<file path="src/rtl/seg7_scan_driver.sv">
// seg7_scan_driver: time-multiplexed N-digit 7-segment driver with guard time, blanking and frame-synchronous updates
module seg7_scan_driver #(
  parameter int N_DIGITS = 4,
  parameter int REFRESH_DIV = 50000,
  parameter int GUARD = 2,
  parameter int ACTIVE_LOW = 1,
  parameter int BLANK_LEADING = 1
) (
  input  logic                  clk,
  input  logic                  rst_n,
  input  logic                  enable,
  input  logic                  load,
  input  logic [4*N_DIGITS-1:0] value,
  input  logic [N_DIGITS-1:0]   dp_in,
  output logic [6:0]            seg,
  output logic                  dp,
  output logic [N_DIGITS-1:0]   an,
  output logic                  frame_done
);
  localparam int PW = $clog2(REFRESH_DIV);
  localparam int IW = N_DIGITS > 1 ? $clog2(N_DIGITS) : 1;
  localparam logic POL = ACTIVE_LOW != 0;
  localparam logic [6:0] HEX [16] = '{7'h3F, 7'h06, 7'h5B, 7'h4F, 7'h66, 7'h6D, 7'h7D, 7'h07,
                                      7'h7F, 7'h6F, 7'h77, 7'h7C, 7'h39, 7'h5E, 7'h79, 7'h71};
  logic [PW-1:0] p;
  logic [IW-1:0] idx;
  logic [4*N_DIGITS-1:0] act_v, pend_v;
  logic [N_DIGITS-1:0] act_d, pend_d, blank;
  logic pend_f, wrap, last, lead;
  logic [3:0] nib;
  assign wrap = p == PW'(REFRESH_DIV - 1);
  assign last = wrap && idx == IW'(N_DIGITS - 1);
  assign nib = act_v[4*idx +: 4];
  // a digit is blank while it and every digit above it is zero; digit 0 always shows
  always_comb begin
    blank = '0;
    lead = 1'b1;
    for (int i = N_DIGITS - 1; i >= 0; i--) begin
      lead = lead && act_v[4*i +: 4] == 4'd0;
      blank[i] = BLANK_LEADING != 0 && lead && i != 0;
    end
  end
  // scan counters, double buffer swap at frame end, and registered pin drive
  always_ff @(posedge clk or negedge rst_n) begin
    if (!rst_n) begin
      p <= '0;
      idx <= '0;
      act_v <= '0;
      act_d <= '0;
      pend_v <= '0;
      pend_d <= '0;
      pend_f <= 1'b0;
      frame_done <= 1'b0;
      seg <= {7{POL}};
      dp <= POL;
      an <= {N_DIGITS{POL}};
    end else begin
      pend_v <= load ? value : pend_v;
      pend_d <= load ? dp_in : pend_d;
      pend_f <= load || (pend_f && !(enable && last));
      act_v <= enable && last && pend_f ? pend_v : act_v;
      act_d <= enable && last && pend_f ? pend_d : act_d;
      p <= !enable || wrap ? '0 : p + 1'b1;
      idx <= !enable || last ? '0 : wrap ? idx + 1'b1 : idx;
      frame_done <= enable && last;
      seg <= {7{POL}} ^ (enable && !blank[idx] ? HEX[nib] : 7'd0);
      dp <= POL ^ (enable && act_d[idx]);
      an <= {N_DIGITS{POL}} ^ (enable && int'(p) >= GUARD ? N_DIGITS'(1) << idx : '0);
    end
  end
endmodule

</file>
<file path="config.mk">
export PLATFORM = sky130hd
export DESIGN_NAME = seg7_scan_driver
export DESIGN_NICKNAME = d
export VERILOG_FILES = /design/src/rtl/seg7_scan_driver.sv
export SDC_FILE = /design/constraint.sdc
export NUM_CORES = 1
export LEC_CHECK = 0
export BUFFER_PORTS_ARGS = -buffer_cell sky130_fd_sc_hd__buf_2
export CAP_MARGIN = 30
export CORE_MARGIN = 8
export CORE_UTILIZATION = 50
export CTS_CLUSTER_DIAMETER = 40
export CTS_CLUSTER_SIZE = 16
export DETAILED_ROUTE_END_ITERATION = 10
export HOLD_SLACK_MARGIN = 0.06
export PLACE_DENSITY = 0.7
export SYNTH_ARGS = -nofsm -noshare
export SYNTH_HDL_FRONTEND = slang
export SYNTH_SLANG_ARGS = --single-unit
</file>
<file path="constraint.sdc">
create_clock -name clk -period 5.8 [get_ports clk]
set_clock_uncertainty 0.2 [all_clocks]
set_input_delay 0.87 -clock clk [delete_from_list [all_inputs] [get_ports clk]]
set_output_delay 0.87 -clock clk [all_outputs]
set_load 0.01 [all_outputs]
</file>
==> results.cfg <==
[detailed_routing]
wl_um = 6009
vias = 2114
ant_nets = 0
via_per_inst = 5.285
routedWlPerCell_um = 15.02
drt-initial-drc-count = 86
dr.pass1.iters = 4
drc = 0

[floorplan]
die_y_um = 98.90
boundaryPins = 37
die_width_um = 98.90
rows = 30
start_util = 0.5114
dieArea_um2 = 9780
core_area_um2 = 6719

[setup_path]
critPathMaxStageDelay_ns = 0.65
rr_worst_depth = 5
slowest_stage = or4_1
cp.arrival_ns = 2.86
cp_num_buf_inv = 0
r2r_start = p[11]$_DFF_PN0_
end_kind = register
path_class = reg -> reg
r2r_end = act_v[3]$_DFFE_PN0P_
r2r_slack_ns = 2.98
critPathLaunchType = register
path_max_fanout = 20
path_cells = nor4_1, nand2_1, or4_1, or3_4, mux2_4
required_ns = 5.83
critical-path-top-delay-family = simple AND/OR/NAND/NOR gates

[power_and_ir_drop]
power_per_cell_area_nw_per_um2 = 239.5
p_leak_nw = 1.769
irDropWorstVdd_v = 0.0001661

[timing]
relSlewSlack = 0.4205
setup_ws_ns = 2.976
final.min_clock_period_ns = 2.824
final-setup-viol-count = 0
fmax_ghz = 0.3541
worst_slew_pin_slew_ns = 0.8693
finalSetupTns_ns = 0
timing.final.crit_share = 0.4869
hold_violations = 0
drv_slew = 0
rsz0062_at_grt = false

[logic_synthesis]
yosysSeqAreaShare = 0.5288
synthArstFlopShare = 1.000
netlist.area_leader.share = 0.4370
yosys_warnings = 0
synth_area_leaders = dfrtp_1 44%, dfstp_2 9.2%, mux2_4 8.7%
synth_edf_count = 0
yosys.area.top_type = dfrtp_1
synth_cell_types = 36
synthCells = 276
netlist_area_um2 = 3436
ys.flop_type = dfrtp_1
synth.avg_cell_area_um2 = 12.45
synth-seq-cells = 72
syn_nets = 312

[grt]
grt_pass1_vias = 2149
track_usage = 0.1341
grt_max_degree = 73
grt-ovfl-total = 0
grt_first_pass_wirelength_um = 10410
antenna_found_initial = 0

[placement]
dp_slack_ns = 2.999
placement.io_buffers = 36
finalWeightedCongestion = 0.7729
hpwlAfterDp_um = 4176

[clocking]
cts_tree = yes
clk_latency_ns = 0.35
cts_resized = 0
h-tree-depth = 3
root_buffer = clkbuf_8
clk_pin_slew_worst_paths_ns = 0.07
clk_path_buf_depth = 2
ctsHoldBuffers = 0
cts_buffers = 9
clkSinkCount = 72
cts_setup_buffers = 0

[final_layout]
multiInputGateArea_um2 = 1535
regArea_um2 = 1817
syn2layout_area_growth_pct = 11.69
drive_gt1_frac = 0.3500
fin_nets = 351
nFillCells = 560
diodes = 0

[hold_path]
whs_path_depth = 1
hold_path.class = reg -> reg
hold_end = act_v[0]$_DFFE_PN0P_
min_from = pend_v[0]$_DFFE_PN0P_

[job]
cap_violations = 0

[run_status]
outcome = complete, no violations
## state kept, by name, summed over array words and instances (netlist names)
| name | flops |
|---|---|
| act_v | 16 |
| p | 16 |
| pend_v | 16 |
| seg | 7 |
| act_d | 4 |
| an | 4 |
| pend_d | 4 |
| idx | 2 |
| dp | 1 |
| frame_done | 1 |
| pend_f | 1 |
## layer usage
metal | track usage | up-vias | routed length, um
li1 | - | 1049 | -
met1 | 0.1743 | 1024 | 2916
met2 | 0.1954 | 35 | 2711
met3 | 0.04933 | 6 | 300
met4 | 0.05667 | 0 | 80
met5 | 0 | - | 0
## placed cells by master (no fill, tap or decap), types with 3 or more instances in the layout
master	instances
o21ai_0	5
dfstp_2	12
buf_2	36
xor2_1	9
mux2_2	22
mux2_4	20
clkinv_2	4
ha_1	12
mux4_2	3
mux2i_1	9
a21boi_0	3
nor4_1	6
a21oi_1	4
dfrtp_1	60
o221ai_1	3
inv_1	9
clkbuf_8	9
o211ai_1	3
nand2_1	24
nor3_1	6
xnor2_1	7
nor2_1	22
nand3_1	10
## area by class of cell
type | instances | share of cell area
flip-flops and latches | 72 | 0.4734
well taps | 80 | 0.02608
clock inverters | 6 | 0.009455
inverters | 9 | 0.008803
clock buffers | 10 | 0.03326
multi-input cells | 186 | 0.4001
repair buffers | 37 | 0.04891
## worst reg2reg max path, delay by kind of cell (launching register included)
| kind | cells | cell delay, ns |
|---|---|---|
| multiplexers | 1 | 0.37 |
| flip-flops | 1 | 0.42 |
| AND/OR/NAND/NOR | 4 | 1.74 |
## worst max-delay path by stage
stage	startpoint	end	slack (ns)	depth (start not counted)
after global placement	p[11]$_DFF_PN0_	act_v[5]$_DFFE_PN0P_	3.04	5
after floorplan	p[1]$_DFF_PN0_	act_d[0]$_DFFE_PN0P_	3.23	7
final	p[11]$_DFF_PN0_	act_v[3]$_DFFE_PN0P_	2.98	5
after global routing	p[11]$_DFF_PN0_	act_v[13]$_DFFE_PN0P_	2.87	5
after CTS	p[1]$_DFF_PN0_	act_v[13]$_DFFE_PN0P_	2.98	5
after detailed placement	p[1]$_DFF_PN0_	act_v[15]$_DFFE_PN0P_	3.00	5
## logic make-up after synthesis
| logic type | after synthesis | synth area share |
|---|---|---|
| AND/OR/NAND/NOR | 82 | 0.1144 |
| flip-flops | 72 | 0.5288 |
| multiplexers | 54 | 0.2054 |
| AO/OA/AOI/OAI | 22 | 0.04261 |
| buffers and inverters | 18 | 0.02440 |
| XOR/XNOR | 16 | 0.04079 |
| adder cells (fa/ha/maj) | 12 | 0.04370 |
## synthesized netlist by cell type (3+ instances only)
cell type and instances:
mux2i_1 9, o211ai_1 3, a21boi_0 3, nor4_1 6
mux2_4 20, nand3_1 10, nand2_1 24, dfrtp_1 60
a21oi_1 4, nor3_1 6, inv_1 9, o21ai_0 5
ha_1 12, xnor2_1 7, dfstp_2 12, mux4_2 3
clkbuf_1 6, mux2_2 22, xor2_1 9, nor2_1 22
o221ai_1 3
## where the power goes
part           total [mW]  internal, mW  switching [mW]
clock               0.335         0.153           0.182
combinational      0.0505        0.0247          0.0258
sequential          0.534         0.523          0.0108
## per-stage QoR
step                      utilization  hold slack (ns)  total power, mW  instance area (um2)  cells
after CTS                      0.5711           0.3073           0.9354                 3837    400
after global placement         0.5467           0.2874           0.5931                 3674    384
after floorplan                     -           0.2737           0.5668                 3436    276
after global routing           0.5711           0.3233           0.9648                 3837    400
after detailed placement       0.5467           0.2897           0.5962                 3674    384
final                          0.5711           0.3046           0.9192                 3837    400
(Power assumes the default switching activity.)
